File: src/rtl/dmem_pkg.sv
// dmem_pkg: access-size encoding and byte-lane helpers shared by the data-memory arbiter.
package dmem_pkg;

  typedef enum logic [1:0] {
    SZ_BYTE = 2'b00,
    SZ_HALF = 2'b01,
    SZ_WORD = 2'b10
  } size_e;

  function automatic logic [3:0] be_from_size(logic [1:0] size, logic [1:0] off);
    return size == SZ_BYTE ? 4'b0001 << off :
           size == SZ_HALF ? 4'b0011 << off :
           size == SZ_WORD ? 4'b1111 : 4'b0000;
  endfunction

  function automatic logic [31:0] load_extend(logic [31:0] word, logic [1:0] off, logic [1:0] size,
                                              logic uns);
    logic [31:0] sh;
    sh = word >> {off, 3'b000};
    return size == SZ_BYTE ? {{24{~uns & sh[7]}}, sh[7:0]} :
           size == SZ_HALF ? {{16{~uns & sh[15]}}, sh[15:0]} : sh;
  endfunction

endpackage

File: src/rtl/dmem_arbiter_rr.sv
// rr_arbiter: round-robin grant over N requesters; the pointer names the highest-priority requester.
module rr_arbiter #(
  parameter int N = 2
) (
  input  logic         clk,
  input  logic         rst_n,
  input  logic [N-1:0] req,
  input  logic         advance,
  output logic [N-1:0] gnt
);

  localparam int PW = $clog2(N);

  logic [PW-1:0] ptr, nxt;

  // Scan downward so the requester closest to the pointer overwrites the others.
  always_comb begin
    gnt = '0;
    nxt = ptr;
    for (int k = N - 1; k >= 0; k--)
      if (req[PW'((int'(ptr) + k) % N)]) begin
        gnt = '0;
        gnt[PW'((int'(ptr) + k) % N)] = 1'b1;
        nxt = PW'((int'(ptr) + k + 1) % N);
      end
  end

  always_ff @(posedge clk or negedge rst_n)
    if (!rst_n) ptr <= '0;
    else if (advance) ptr <= nxt;

endmodule

File: src/rtl/dmem_arbiter.sv
// dmem_arbiter: round-robin sharing of one data-memory port with size/alignment/range
// checking, lane steering for stores and extended load data returned one cycle later.
module dmem_arbiter
  import dmem_pkg::*;
#(
  parameter int          NUM_REQ   = 2,
  parameter logic [31:0] BASE_ADDR = 32'h0000_1000,
  parameter int          DEPTH     = 1024
) (
  input  logic                    clk,
  input  logic                    rst_n,
  input  logic [NUM_REQ-1:0]      req_valid,
  output logic [NUM_REQ-1:0]      req_ready,
  input  logic [NUM_REQ-1:0][31:0] req_addr,
  input  logic [NUM_REQ-1:0][31:0] req_wdata,
  input  logic [NUM_REQ-1:0]      req_we,
  input  logic [NUM_REQ-1:0][1:0] req_size,
  input  logic [NUM_REQ-1:0]      req_unsigned,
  output logic [NUM_REQ-1:0]      rsp_valid,
  output logic [31:0]             rsp_rdata,
  output logic                    rsp_err,
  output logic [31:0]             mem_addr,
  output logic [31:0]             mem_wdata,
  output logic                    mem_we,
  output logic [3:0]              mem_be,
  input  logic [31:0]             mem_rdata
);

  localparam int          IW       = $clog2(NUM_REQ);
  localparam logic [32:0] END_ADDR = 33'(BASE_ADDR) + 33'(DEPTH) * 33'd4;

  logic [NUM_REQ-1:0] gnt;
  logic [IW-1:0]      gi;
  logic               any, err, we, uns;
  logic [31:0]        addr, wdata;
  logic [1:0]         sz, off;
  logic [32:0]        last;

  rr_arbiter #(.N(NUM_REQ)) u_arb (
    .clk,
    .rst_n,
    .req    (req_valid),
    .advance(any),
    .gnt
  );

  always_comb begin
    gi = '0;
    for (int i = 0; i < NUM_REQ; i++) if (gnt[i]) gi = IW'(i);
  end

  assign any       = |gnt;
  assign req_ready = gnt;
  assign addr      = req_addr[gi];
  assign wdata     = req_wdata[gi];
  assign we        = req_we[gi];
  assign sz        = req_size[gi];
  assign uns       = req_unsigned[gi];
  assign off       = addr[1:0];

  // One past the last byte touched; 33 bits so accesses near 2^32 cannot wrap into range.
  assign last = {1'b0, addr} + (sz == SZ_WORD ? 33'd4 : sz == SZ_HALF ? 33'd2 : 33'd1);
  assign err  = any & (sz == 2'b11 | (sz == SZ_HALF & off[0]) | (sz == SZ_WORD & |off) |
                       addr < BASE_ADDR | last > END_ADDR);

  assign mem_addr  = any ? {addr[31:2], 2'b00} : '0;
  assign mem_wdata = !any ? '0 : sz == SZ_BYTE ? {4{wdata[7:0]}} : sz == SZ_HALF ? {2{wdata[15:0]}} : wdata;
  assign mem_we    = any & we & ~err;
  assign mem_be    = any & ~err ? be_from_size(sz, off) : 4'b0000;

  always_ff @(posedge clk or negedge rst_n)
    if (!rst_n) begin
      rsp_valid <= '0;
      rsp_rdata <= '0;
      rsp_err   <= 1'b0;
    end else begin
      rsp_valid <= gnt;
      if (any) begin
        rsp_err   <= err;
        rsp_rdata <= err | we ? '0 : load_extend(mem_rdata, off, sz, uns);
      end
    end

endmodule

File: config.mk
export PLATFORM = sky130hd
export DESIGN_NAME = dmem_arbiter
export DESIGN_NICKNAME = d
export VERILOG_FILES = /design/src/rtl/dmem_pkg.sv /design/src/rtl/dmem_arbiter_rr.sv /design/src/rtl/dmem_arbiter.sv
export SDC_FILE = /design/constraint.sdc
export NUM_CORES = 1
export LEC_CHECK = 0
export CORE_MARGIN = 2
export CORE_UTILIZATION = 37
export DETAILED_ROUTE_END_ITERATION = 8
export PLACE_DENSITY_LB_ADDON = 0.1
export SLEW_MARGIN = 20
export SYNTH_ARGS = -nofsm -noshare
export SYNTH_HDL_FRONTEND = slang
export SYNTH_SLANG_ARGS = --single-unit
export TNS_END_PERCENT = 100
File: constraint.sdc
create_clock -name clk -period 6.87 [get_ports clk]
set_input_delay 1.7175 -clock clk [delete_from_list [all_inputs] [get_ports clk]]
set_output_delay 1.7175 -clock clk [all_outputs]
set_load 0.03 [all_outputs]
## Yosys cells after proc, flatten, opt, wreduce, memory -nomap -nowiden

Cells that the tools add are included.

- Shifts and indexed selects: 3
- Add/sub/neg operators: 3
- Bitwise gates (word level): 15
- Equality and inequality tests: 3
- Multiplexer cells: 36
- Reduce and logical (&&, ||, !) cells: 7
- $lt $le $gt $ge: 7

Operators by type and width:

| operator | count |
|---|---|
| 32-bit two-way mux | 11 |
| 32-bit by 3-bit adder with 33-bit output | 1 |
| 33-bit by 14-bit greater-than comparator with 1-bit output, second input constant | 1 |
| 32-bit by 13-bit < comparator with 1-bit output, second input constant | 1 |
| 32-bit by 5-bit >> shifter with 32-bit output | 1 |
| 4-bit two-way mux | 4 |
| 1-bit two-way mux | 13 |
| 2-bit two-way mux | 5 |
| 1-bit AND | 8 |
| 1-bit by 3-bit < comparator with 1-bit output, second input constant | 2 |
| 1-bit bitwise OR | 5 |
| 2-bit == test, second input constant | 2 |
| 2-bit OR reduction | 2 |
| 1-bit by 2-bit left shift with 4-bit output, first input constant | 1 |
| 2-bit by 2-bit left shift with 4-bit output, first input constant | 1 |
| 3-bit two-way mux | 1 |
| 1-bit adder, second input constant | 2 |
| 1-bit demux with 1-bit select | 2 |
| 2-bit by 1-bit == test with 1-bit output, second input constant | 1 |
| 1-bit >= comparator, second input constant | 2 |
| 1-bit logical AND | 2 |
| 2-bit zero test | 1 |
| 1-bit by 2-bit < comparator with 1-bit output, second input constant | 1 |
| 1-bit inverter | 2 |
| 2 further kinds | 2 |

- Logic and storage cells: 78
- Output and inout port bits: 106
- Bits of input ports: 172
- Flip-flop bits (word level): 36

## Depth between registers and ports, before layout

Gate-level depths: netlist of the first run.

- Depth after elaboration: 20
- Gate-level depth with buffers: 15
- Gate-level depth less buffers: 12

## Hierarchy

A second synthesis of the first run with hierarchy kept.

- Cells, all modules: 666
- Area, all modules: 4889.7 um^2

By module, submodules not included:

| module | times used | seq. area each (um^2) | area each (um^2) | cells each |
|---|---|---|---|---|
| dmem_arbiter | 1 | 875.8 | 4827.1 | 659 |
| rr_arbiter | 1 | 25.0 | 62.6 | 7 |

## Worst setup path before layout of the first run

No wires, ideal clock.

- Path kind: input to output
- Start point: in req_size[0] (netlist bit)
- End point: out mem_we
- Path buffers: 2
- Required time: 5152 ps
- Data arrival time: 5002 ps
- Stages on the path: 14
- Path slack: 150 ps
- Path through: inv_1 -> ha_1 -> inv_1 -> ha_1 -> fa_1 -> buf_2 -> nor2b_1 -> o21ai_2 -> a211oi_1 -> a211oi_1 -> o2111a_1 -> a31oi_2 -> buf_6 -> nor4b_1

- Longest elaborated chain between the ends: 11
- Elaborated cells on any way between the ends: 18
- Those cells by class: add/sub (1); order compare (1); eq/ne (3); mux (4); bitwise (9)

Ends and longest elaborated chain:

| what | line | source |
|---|---|---|
| from (decl) | dmem_arbiter.sv:17 | `input logic [NUM_REQ-1:0][1:0] req_size,` |
| 2-bit two-way mux (not written as such) * (2 in a row) | dmem_arbiter.sv:57 | `assign sz = req_size[gi];` |
| 2-bit by 1-bit == test with 1-bit output | dmem_arbiter.sv:62, dmem_arbiter.sv:63 |  |
| 2-bit two-way mux or 1-bit AND (tied branches) | dmem_arbiter.sv:62, dmem_arbiter.sv:63 |  |
| 3-bit two-way mux or 1-bit bitwise OR (tied branches) | dmem_arbiter.sv:62, dmem_arbiter.sv:63 |  |
| 32-bit by 3-bit adder with 33-bit output or 1-bit bitwise OR (tied branches) | dmem_arbiter.sv:62, dmem_arbiter.sv:63 |  |
| 33-bit by 14-bit greater-than comparator with 1-bit output or 1-bit bitwise OR (tied branches) | dmem_arbiter.sv:64, dmem_arbiter.sv:63 |  |
| 1-bit bitwise OR * | dmem_arbiter.sv:64 | `addr < BASE_ADDR \| last > END_ADDR);` |
| 1-bit AND * | dmem_arbiter.sv:63 | `assign err = any & (sz == 2'b11 \| (sz == SZ_HALF & off[0]) \| (sz == SZ_WORD & \|off) \|` |
| 1-bit inverter * | dmem_arbiter.sv:68 | `assign mem_we = any & we & ~err;` |
| 1-bit AND * | dmem_arbiter.sv:68 |  |
| to (decl) | dmem_arbiter.sv:24 | `output logic mem_we,` |

Mark *: on every way between the ends. The rest lies on a longest branch, timed or not. The select of a mux whose other input is x is not followed.

## Worst setup path after layout of the first run

Ends and elaborated chain as after synthesis.

==> impl_metrics.csv, run 1 <==
group,metric,value,unit
synthesis,ys_types,70,
synthesis,synthTopCellsByArea,"dfrtp_1 (21%), mux2i_1 (8.6%), nand2_1 (7.7%)",
timing,relSlewSlack,45.8,%
clock_network,clkLatencyLatePin,0.28,ns
clock_network,postCtsHoldBufs,0,
place,gp_congestion,0.887,
hold_path,hp-start,"u_arb.ptr",
die,core_area,0.0109,mm^2
synthesis,synth.most_common_cell,"nand2_1",
detailed_routing,first_pass_iters,5,
setup_path,rrSetupSlack,4.54,ns
synthesis,synth_commonest_cells,"nand2_1 (86), nor2_1 (45), a21oi_1 (44)",
die,die_w,110,um
detailed_routing,vias_per_cell,5.56,
setup_path,worst_r2r_endpoint,"rsp_err",
setup_path,timing.rr.start,"u_arb.ptr",
status,status,"finished, final reports clean",
synthesis,synth_area,0.00417,mm^2
clock_network,cts_root_buf,"clkbuf_16",
setup_path,worstPathArrival,4.99,ns
timing,report.final.hold_viol_count,0,
timing,fin_crit,6.71,ns
die,io_pins,278,
hold_path,hold_depth,1,
place,post-dp-hpwl,11000,um
timing,fin_setup_tns,0,ns
power,leakage,2.55,nW
clock_network,cts_buffers,5,
detailed_routing,wl,15100,um
grt,antenna_found_initial,0,
clock_network,htreeDepth,2,
power,max-vdd-ir-drop,89.9,uV
timing,fin_skew,0.00378,ns
setup_path,max_stage_delay,0.44,ns
detailed_routing,antenna_left,0,
grt,grt_first_pass_wirelength,22500,um
clock_network,tritoncts,"yes",
synthesis,synth_top_area_share,21.0,%
timing,timing.hold.ws,0.455,ns
clock_network,cts_buffer_depth,2,
die,num_rows,38,
detailed_routing,drc_errors,0,
final_layout,layout-drive-gt1-share,11.1,%
synthesis,ys.warnings.count,0,
synthesis,ys_ff_latch,35,
power,cellPowerDensity,105,mW/mm^2
final_layout,finalNetCount,922,
timing,max_freq,149,MHz
timing,period_share,97.6,%
synthesis,syn_inst,551,
place,io_buffers,204,
setup_path,cp_common_cell,"buf_4",
grt,grt_start_max_net_pins,60,
setup_path,cp.required,5.15,ns
job,drv.max_cap_violation_count,0,
die,die_area,0.0121,mm^2
synthesis,yosysTopAreaCell,"dfrtp_1",
synthesis,async_reset_ff_share,100,%
grt,grt_pass1_vias,4490,
detailed_routing,wire_per_inst,17.1,um
synthesis,yosysSeqAreaShare,21.0,%
final_layout,antenna_cells,0,
grt,overflow,0,
setup_path,crit_type,"primary input to primary output",
detailed_routing,via_count,4889,
setup_path,crit_chain,"clkdlybuf4s50_1 > buf_4 > ha_1 > ha_1 > a21oi_1 > or3b_1 > a21oi_1 > nand4_1 > a211oi_1 > nand4b_1 > buf_4 > nor4b_2 > buf_4 > buf_12",
hold_path,hold_end,"u_arb.ptr",
synthesis,synth.avg_cell_area,7.57,um^2
setup_path,path_buf_inv,5,
timing,worstMarginPinSlew,0.813,ns
final_layout,syn_to_final_growth,57.2,%
clock_network,clock-sinks,35,
clock_network,clkTransAtPathRegs,0.05,ns
grt,grt.total_usage,23.1,%
detailed_routing,drtIter0Drc,291,
setup_path,reg2reg_depth,8,
timing,finalSetupViolations,0,
setup_path,crit_family,"buffers and inverters",
synthesis,synth_top_flop_cell,"dfrtp_1",
die,initial_utilization,38.1,%
die,die_y,110,um
setup_path,cp-start-kind,"primary input",
timing,drv_slew,0,
hold_path,hold_class,"flip-flop to flip-flop",
setup_path,worst_setup_path_end_kind,"primary output",
setup_path,slowest_stage,"clkdlybuf4s50_1",
setup_path,critPathMaxFanout,6,
synthesis,synth_edf_count,0,
[flip-flops by register name (all words and copies together) (netlist names)]
| signal | flops |
|---|---|
| rsp_rdata | 32 |
| rsp_err | 1 |
| u_arb.ptr | 1 |
| rsp_valid | 1 |
[power breakdown]
group | switching [W] | internal, W | leakage (nW) | total [W]
combinational | 0.000113 | 0.0000996 | 1.98 | 0.000212
clock | 0.0000861 | 0.000180 | 0.0868 | 0.000266
sequential | 0.000000507 | 0.000207 | 0.481 | 0.000207
[cells in the final DEF (no fill, tap or decap), drive strengths merged, types with 10 or more instances in the layout]
cell type	count
nor4	10
a21oi	44
o31ai	34
clkdlybuf4s50	198
and2	38
nand4	17
ha	11
nand2	87
buf	30
dfrtp	35
nand3	19
mux2i	36
o21ai	20
inv	11
nor2	45
[routing by layer]
metal  share of wire [%]  GRT usage, %  up-vias
li1                    -             -     2365
met1                  43          31.1     2302
met2                  49          39.0      201
met3                 7.5          3.47       21
met4                 1.3          4.91        0
met5                   0             0        -
[logic make-up (layout without fill, tap and decap cells)]
| kind of cell | after synthesis | in the layout | synth area share [%] |
|---|---|---|---|
| xor+xnor | 4 | 4 | 0.840 |
| compound gates | 134 | 134 | 23.5 |
| mux | 38 | 38 | 9.45 |
| other cells | 1 | 4 | 0.0899 |
| fa+ha+maj | 12 | 12 | 3.78 |
| simple gates | 264 | 264 | 33.4 |
| buf+inv | 63 | 248 | 7.98 |
| flops | 35 | 35 | 21.0 |
[how the worst max path moves through the flow]
stage | start | to | slack, ns | cells after the start
final | req_size[0] | mem_we | 0.16 | 14
after global routing | req_size[0] | mem_we | -0.02 | 14
after CTS | req_size[0] | mem_we | 0.03 | 16
after detailed placement | req_size[0] | mem_we | -0.04 | 15
after global placement | req_size[0] | mem_be[1] | 0.06 | 14
after floorplan | req_size[0] | mem_we | 0.15 | 14
[what timing repair did]
action | in CTS | in global routing
setup endpoints to repair | 4 | 5
gates resized for setup | 0 | 13
pin swaps | 1 | 8
gates cloned | 0 | 0
buffers inserted | 3 | 5
[final cells by class]
class	count	area [um^2]
well taps	140	175
flip-flops and latches	35	876
repair buffers	228	2220
clock inverters	2	35.0
inverters	12	45.0
multi-input cells	456	3060
fillers	1031	4380
clock buffers	6	139
[through the flow]
| stage | cell area [um^2] | power (W) | instances | utilization (%) | setup WS (ns) |
|---|---|---|---|---|---|
| 5_1_grt | 6560 | 0.000718 | 879 | 60.0 | -0.0220 |
| 3_3_place_gp | 6240 | 0.000411 | 863 | 57.0 | 0.0597 |
| 2_1_floorplan | 4180 | 0.000314 | 554 | - | 0.150 |
| 3_5_place_dp | 6240 | 0.000415 | 863 | 57.0 | -0.0387 |
| 6_report | 6560 | 0.000686 | 879 | 60.0 | 0.164 |
| 4_1_cts | 6430 | 0.000684 | 874 | 58.8 | 0.0256 |
No activity file was read; power rests on OpenSTA's default activity.
==> run 2: changes to the inputs <==
--- a/config.mk
+++ b/config.mk
@@ -5,7 +5,7 @@
 export SDC_FILE = /design/constraint.sdc
 export NUM_CORES = 1
 export LEC_CHECK = 0
-export CORE_MARGIN = 2
+export CORE_MARGIN = 10
 export CORE_UTILIZATION = 37
 export DETAILED_ROUTE_END_ITERATION = 8
 export PLACE_DENSITY_LB_ADDON = 0.1
==> constraint.sdc (replaced) <==
create_clock -name clk -period 6.45 [get_ports clk]
set_input_delay 1.6125 -clock clk [delete_from_list [all_inputs] [get_ports clk]]
set_output_delay 1.6125 -clock clk [all_outputs]
set_load 0.03 [all_outputs]
==> impl_metrics.csv, run 2 (same netlist as run 1, synthesis figures left out) <==
group,metric,value,unit
place,gp_congestion,0.870,
clock_network,clock-sinks,35,
job,drv.max_cap_violation_count,0,
place,post-dp-hpwl,12700,um
clock_network,postCtsHoldBufs,0,
setup_path,path_buf_inv,4,
place,dp_cells,875,
die,initial_utilization,38.1,%
power,p_int,0.000495,W
hold_path,hold_class,"flip-flop to flip-flop",
final_layout,mostFrequentLayoutCell,"clkdlybuf4s50_1",
final_layout,layout_common_cells,"clkdlybuf4s50_1 (187), nand2_1 (86), nor2_1 (45)",
clock_network,cts_buffers,5,
clock_network,tritoncts,"yes",
clock_network,clkLatencyLatePin,0.28,ns
status,status,"finished, final reports clean",
final_layout,largest_register_ffs,32,
timing,worstMarginPinSlew,0.793,ns
clock_network,clkTransAtPathRegs,0.05,ns
die,num_rows,38,
setup_path,worstPathArrival,4.45,ns
setup_path,worst_setup_path_end_kind,"primary output",
timing,max_freq,165,MHz
power,p_comb_share,32.8,%
grt,grt_start_max_net_pins,60,
final_layout,syn_to_final_growth,60.7,%
grt,grt.total_usage,19.1,%
grt,grt_pass1_vias,4849,
final_layout,fin_area,0.00670,mm^2
die,die_y,126,um
timing,fin_crit,6.06,ns
timing,period_share,94.0,%
final_layout,layout-drive-gt1-share,14.4,%
setup_path,cp-start-kind,"primary input",
grt,grt_first_pass_wirelength,25900,um
detailed_routing,antenna_left,0,
die,io_pins,278,
detailed_routing,via_count,4874,
power,swShare,29.9,%
final_layout,finalNetCount,932,
grt,overflow,0,
power,p_seq_share,31.2,%
grt,antenna_found_initial,2,
final_layout,largest-register,"rsp_rdata",
power,power_frac_clock,36.0,%
clock_network,cts_root_buf,"clkbuf_16",
place,placed_area,0.00635,mm^2
timing,fin_skew,0.00461,ns
setup_path,crit_family,"buffers and inverters",
die,die_w,126,um
timing,relSlewSlack,47.1,%
timing,rsz0062_at_grt,"false",
setup_path,crit_chain,"clkdlybuf4s50_1 > ha_4 > fa_2 > nor2b_4 > o21ai_2 > buf_6 > a21oi_4 > and3_1 > o2111a_1 > a31oi_4 > nor4_2 > buf_4 > buf_12",
setup_path,crit_type,"primary input to primary output",
detailed_routing,wire_per_inst,18.6,um
setup_path,cp.required,4.84,ns
detailed_routing,first_pass_iters,5,
power,max-vdd-ir-drop,89.9,uV
power,cellPowerDensity,105,mW/mm^2
place,io_buffers,204,
clock_network,htreeDepth,2,
detailed_routing,drc_errors,0,
timing,timing.hold.ws,0.467,ns
detailed_routing,wl,16600,um
setup_path,slowest_stage,"clkdlybuf4s50_1",
setup_path,max_stage_delay,0.50,ns
timing,finalSetupViolations,0,
power,leakage,2.64,nW
timing,drv_slew,0,
timing,report.final.hold_viol_count,0,
die,core_area,0.0109,mm^2
final_layout,final_cells,891,
power,power_switching,0.000212,W
detailed_routing,drtIter0Drc,399,
setup_path,critPathMaxFanout,7,
clock_network,cts_buffer_depth,2,
die,die_area,0.0159,mm^2
detailed_routing,vias_per_cell,5.47,
[run 2: changes by cell type in the layout (fill, tap and decap cells not counted), moves of 2 or more]
cell	before	now
dlymetal6s2s_1	0	2
buf_12	1	4
a21oi_1	44	41
diode_2	0	2
ha_4	0	2
buf_4	26	40
a21oi_2	0	2
buf_6	2	4
clkdlybuf4s50_1	198	187
[run 2: final cells by class]
class,count,area [um^2]
Multi-Input combinational cell,456,3110
Clock inverter,1,7.51
Inverter,12,47.5
Clock buffer,7,153
Sequential cell,35,876
Tap cell,140,175
Antenna cell,2,5.00
Fill cell,1001,4230
Timing Repair Buffer,238,2330
[run 2: path summary, 6_finish.rpt]
check / end / from / depth (start not counted) / slack (ns)
setup / recovery: mem_be[2] / req_addr[0] / 13 / 0.39
hold / removal: u_arb.ptr / u_arb.ptr / 1 / 0.47
setup reg to reg: rsp_err / u_arb.ptr / 8 / 3.99
hold reg to reg: u_arb.ptr / u_arb.ptr / 1 / 0.47
max in group asynchronous: rsp_rdata[3] / rst_n / 1 / 4.52
min in group asynchronous: rsp_rdata[8] / rst_n / 1 / 1.42
[run 2: layer usage]
layer	part of all wire, %	track usage (%)	up-vias
li1	-	-	2383
met1	42	23.6	2310
met2	50	33.0	166
met3	5.6	4.07	15
met4	1.4	4.69	0
met5	0	0	-
[run 2: repair_timing]
action                     4_1_cts  5_1_grt
pin swaps                        4       13
setup endpoints to repair        5        5
resized for setup                4       22
setup buffers                    1        5
[run 2: per-stage QoR]
| stage | total power (W) | setup slack, ns | TNS [ns] | util (%) |
|---|---|---|---|---|
| 5_1_grt | 0.000738 | 0.244 | 0 | 61.3 |
| 4_1_cts | 0.000700 | -0.0189 | -0.0336 | 59.8 |
| 3_3_place_gp | 0.000440 | -0.132 | -0.491 | 58.1 |
| 2_1_floorplan | 0.000334 | 0.352 | 0 | - |
| 3_5_place_dp | 0.000444 | -0.119 | -0.467 | 58.1 |
| 6_report | 0.000706 | 0.389 | 0 | 61.3 |
[run 2: power by group through the flow]
stage	combinational, W	clock [W]	sequential, W
2_1_floorplan	0.000109	0	0.000225
3_3_place_gp	0.000216	0	0.000224
5_1_grt	0.000253	0.000264	0.000220
6_report	0.000232	0.000255	0.000220
3_5_place_dp	0.000219	0	0.000224
4_1_cts	0.000222	0.000257	0.000220
==> run 3: changes to the inputs <==
--- a/config.mk
+++ b/config.mk
@@ -8,7 +8,7 @@
 export CORE_MARGIN = 10
 export CORE_UTILIZATION = 37
 export DETAILED_ROUTE_END_ITERATION = 8
-export PLACE_DENSITY_LB_ADDON = 0.1
+export PLACE_DENSITY = 0.83
 export SLEW_MARGIN = 20
 export SYNTH_ARGS = -nofsm -noshare
 export SYNTH_HDL_FRONTEND = slang
==> constraint.sdc (replaced) <==
create_clock -name clk -period 6.8 [get_ports clk]
set_input_delay 1.7 -clock clk [delete_from_list [all_inputs] [get_ports clk]]
set_output_delay 1.7 -clock clk [all_outputs]
set_load 0.03 [all_outputs]
==> impl_metrics.csv, run 3 (same netlist as run 1, synthesis figures left out) <==
group,metric,value,unit
status,status,"finished, final reports clean",
grt,grt_start_max_net_pins,38,
final_layout,largest-register,"rsp_rdata",
die,initial_utilization,38.1,%
setup_path,rrSetupSlack,4.40,ns
setup_path,cp-start-kind,"primary input",
detailed_routing,first_pass_iters,5,
setup_path,worstPathArrival,5.00,ns
timing,report.final.hold_viol_count,0,
detailed_routing,wire_per_inst,19.7,um
final_layout,final_cells,883,
detailed_routing,drtIter0Drc,650,
grt,grt.total_usage,20.2,%
final_layout,largest_register_ffs,32,
detailed_routing,drc_errors,0,
die,core_area,0.0109,mm^2
grt,overflow,0,
clock_network,clkTransAtPathRegs,0.05,ns
final_layout,antenna_cells,0,
power,finalPower,0.000643,W
timing,fin_skew,0.00303,ns
detailed_routing,wl,17400,um
final_layout,syn_to_final_growth,58.6,%
detailed_routing,vias_per_cell,5.65,
die,die_w,126,um
job,drv.max_cap_violation_count,0,
detailed_routing,via_count,4991,
timing,relSlewSlack,59.7,%
grt,antenna_found_initial,0,
final_layout,finalNetCount,926,
power,max-vdd-ir-drop,90.6,uV
setup_path,critPathMaxFanout,8,
die,die_area,0.0159,mm^2
timing,timing.hold.ws,0.468,ns
die,num_rows,38,
final_layout,mostFrequentLayoutCell,"clkdlybuf4s50_1",
place,io_buffers,204,
timing,finalSetupViolations,0,
final_layout,layout-drive-gt1-share,11.4,%
setup_path,worst_setup_path_end_kind,"primary output",
place,gp_congestion,0.896,
timing,worstMarginPinSlew,0.605,ns
final_layout,num-fill-cells,954,
grt,grt_first_pass_wirelength,26800,um
clock_network,cts_root_buf,"clkbuf_16",
timing,max_freq,149,MHz
power,leakage,2.55,nW
timing,period_share,98.5,%
detailed_routing,antenna_left,0,
clock_network,htreeDepth,2,
place,post-dp-hpwl,13500,um
final_layout,layout_common_cells,"clkdlybuf4s50_1 (199), nand2_1 (86), nor2_1 (45)",
clock_network,clkLatencyLatePin,0.28,ns
clock_network,cts_buffers,5,
grt,grt_pass1_vias,4866,
setup_path,crit_type,"primary input to primary output",
final_layout,multi_input_area,0.00309,mm^2
final_layout,seq_area,876,um^2
timing,drv_slew,0,
die,die_y,126,um
place,dp_cells,870,
timing,fin_crit,6.70,ns
setup_path,cp.required,5.10,ns
die,io_pins,278,
clock_network,postCtsHoldBufs,0,
clock_network,tritoncts,"yes",
clock_network,cts_buffer_depth,2,
hold_path,hold_class,"flip-flop to flip-flop",
clock_network,clock-sinks,35,
power,cellPowerDensity,97.1,mW/mm^2
## run 3: cell count changes in the layout (fill, tap and decap cells not counted), sizes merged
| cell | previous run | this run |
|---|---|---|
| buf | 49 | 33 |
| clkdlybuf4s50 | 187 | 199 |
| clkinv | 1 | 2 |
| clkinvlp | 1 | 0 |
| diode | 2 | 0 |
| dlymetal6s2s | 2 | 0 |
## run 3: final cells by class
cell class | count | area share, %
multi-input combinational | 456 | 46.7
timing repair buffer | 232 | 34.6
sequential | 35 | 13.2
tap | 140 | 2.65
clock buffer | 7 | 2.00
inverter | 12 | 0.718
clock inverter | 1 | 0.0756
## run 3: path summary, 6_finish.rpt
kind / startpoint / endpoint / cells after the start
setup reg to reg: u_arb.ptr / rsp_rdata[27] / 8
setup / recovery: req_size[0] / mem_we / 16
max in group asynchronous: rst_n / rsp_rdata[1] / 2
min in group asynchronous: rst_n / rsp_rdata[6] / 2
hold reg to reg: u_arb.ptr / u_arb.ptr / 1
hold / removal: u_arb.ptr / u_arb.ptr / 1
## run 3: critical path, cell delays in order
cell	delay, ns
clkdlybuf4s50_1	0.47
inv_1	0.08
ha_1	0.29
inv_1	0.09
ha_4	0.15
fa_2	0.20
buf_6	0.12
nand3b_1	0.20
buf_6	0.21
a2111oi_4	0.39
xnor2_1	0.11
and2_1	0.19
a31oi_4	0.40
nor4b_2	0.09
buf_4	0.17
buf_12	0.13
## run 3: repair_timing
action                     4_1_cts  5_1_grt
resized for setup                0       20
setup endpoints to repair        0        5
buffers inserted                 0        5
## run 3: layer usage
metal,part of all wire (%),global-route usage [%]
met3,10,6.25
met5,0,0
met1,40,24.6
met4,1.5,4.62
met2,49,33.9
## run 3: per-stage QoR
| stage | utilization [%] | setup TNS, ns | setup slack (ns) | instance area, um^2 |
|---|---|---|---|---|
| finish | 60.5 | 0 | 0.102 | 6620 |
| global route | 60.5 | -0.0435 | -0.0435 | 6620 |
| CTS | 59.1 | 0 | 0.00365 | 6460 |
| detailed placement | 57.8 | 0 | 0.0275 | 6320 |
| global placement | 57.8 | 0 | 0.0435 | 6320 |
| floorplan | - | 0 | 0.115 | 4180 |
## run 3: power breakdown
group	internal [W]	leakage (nW)	switching, W
sequential	0.000209	0.481	0.000000344
clock	0.000135	0.0679	0.0000793
combinational	0.000103	2.00	0.000116
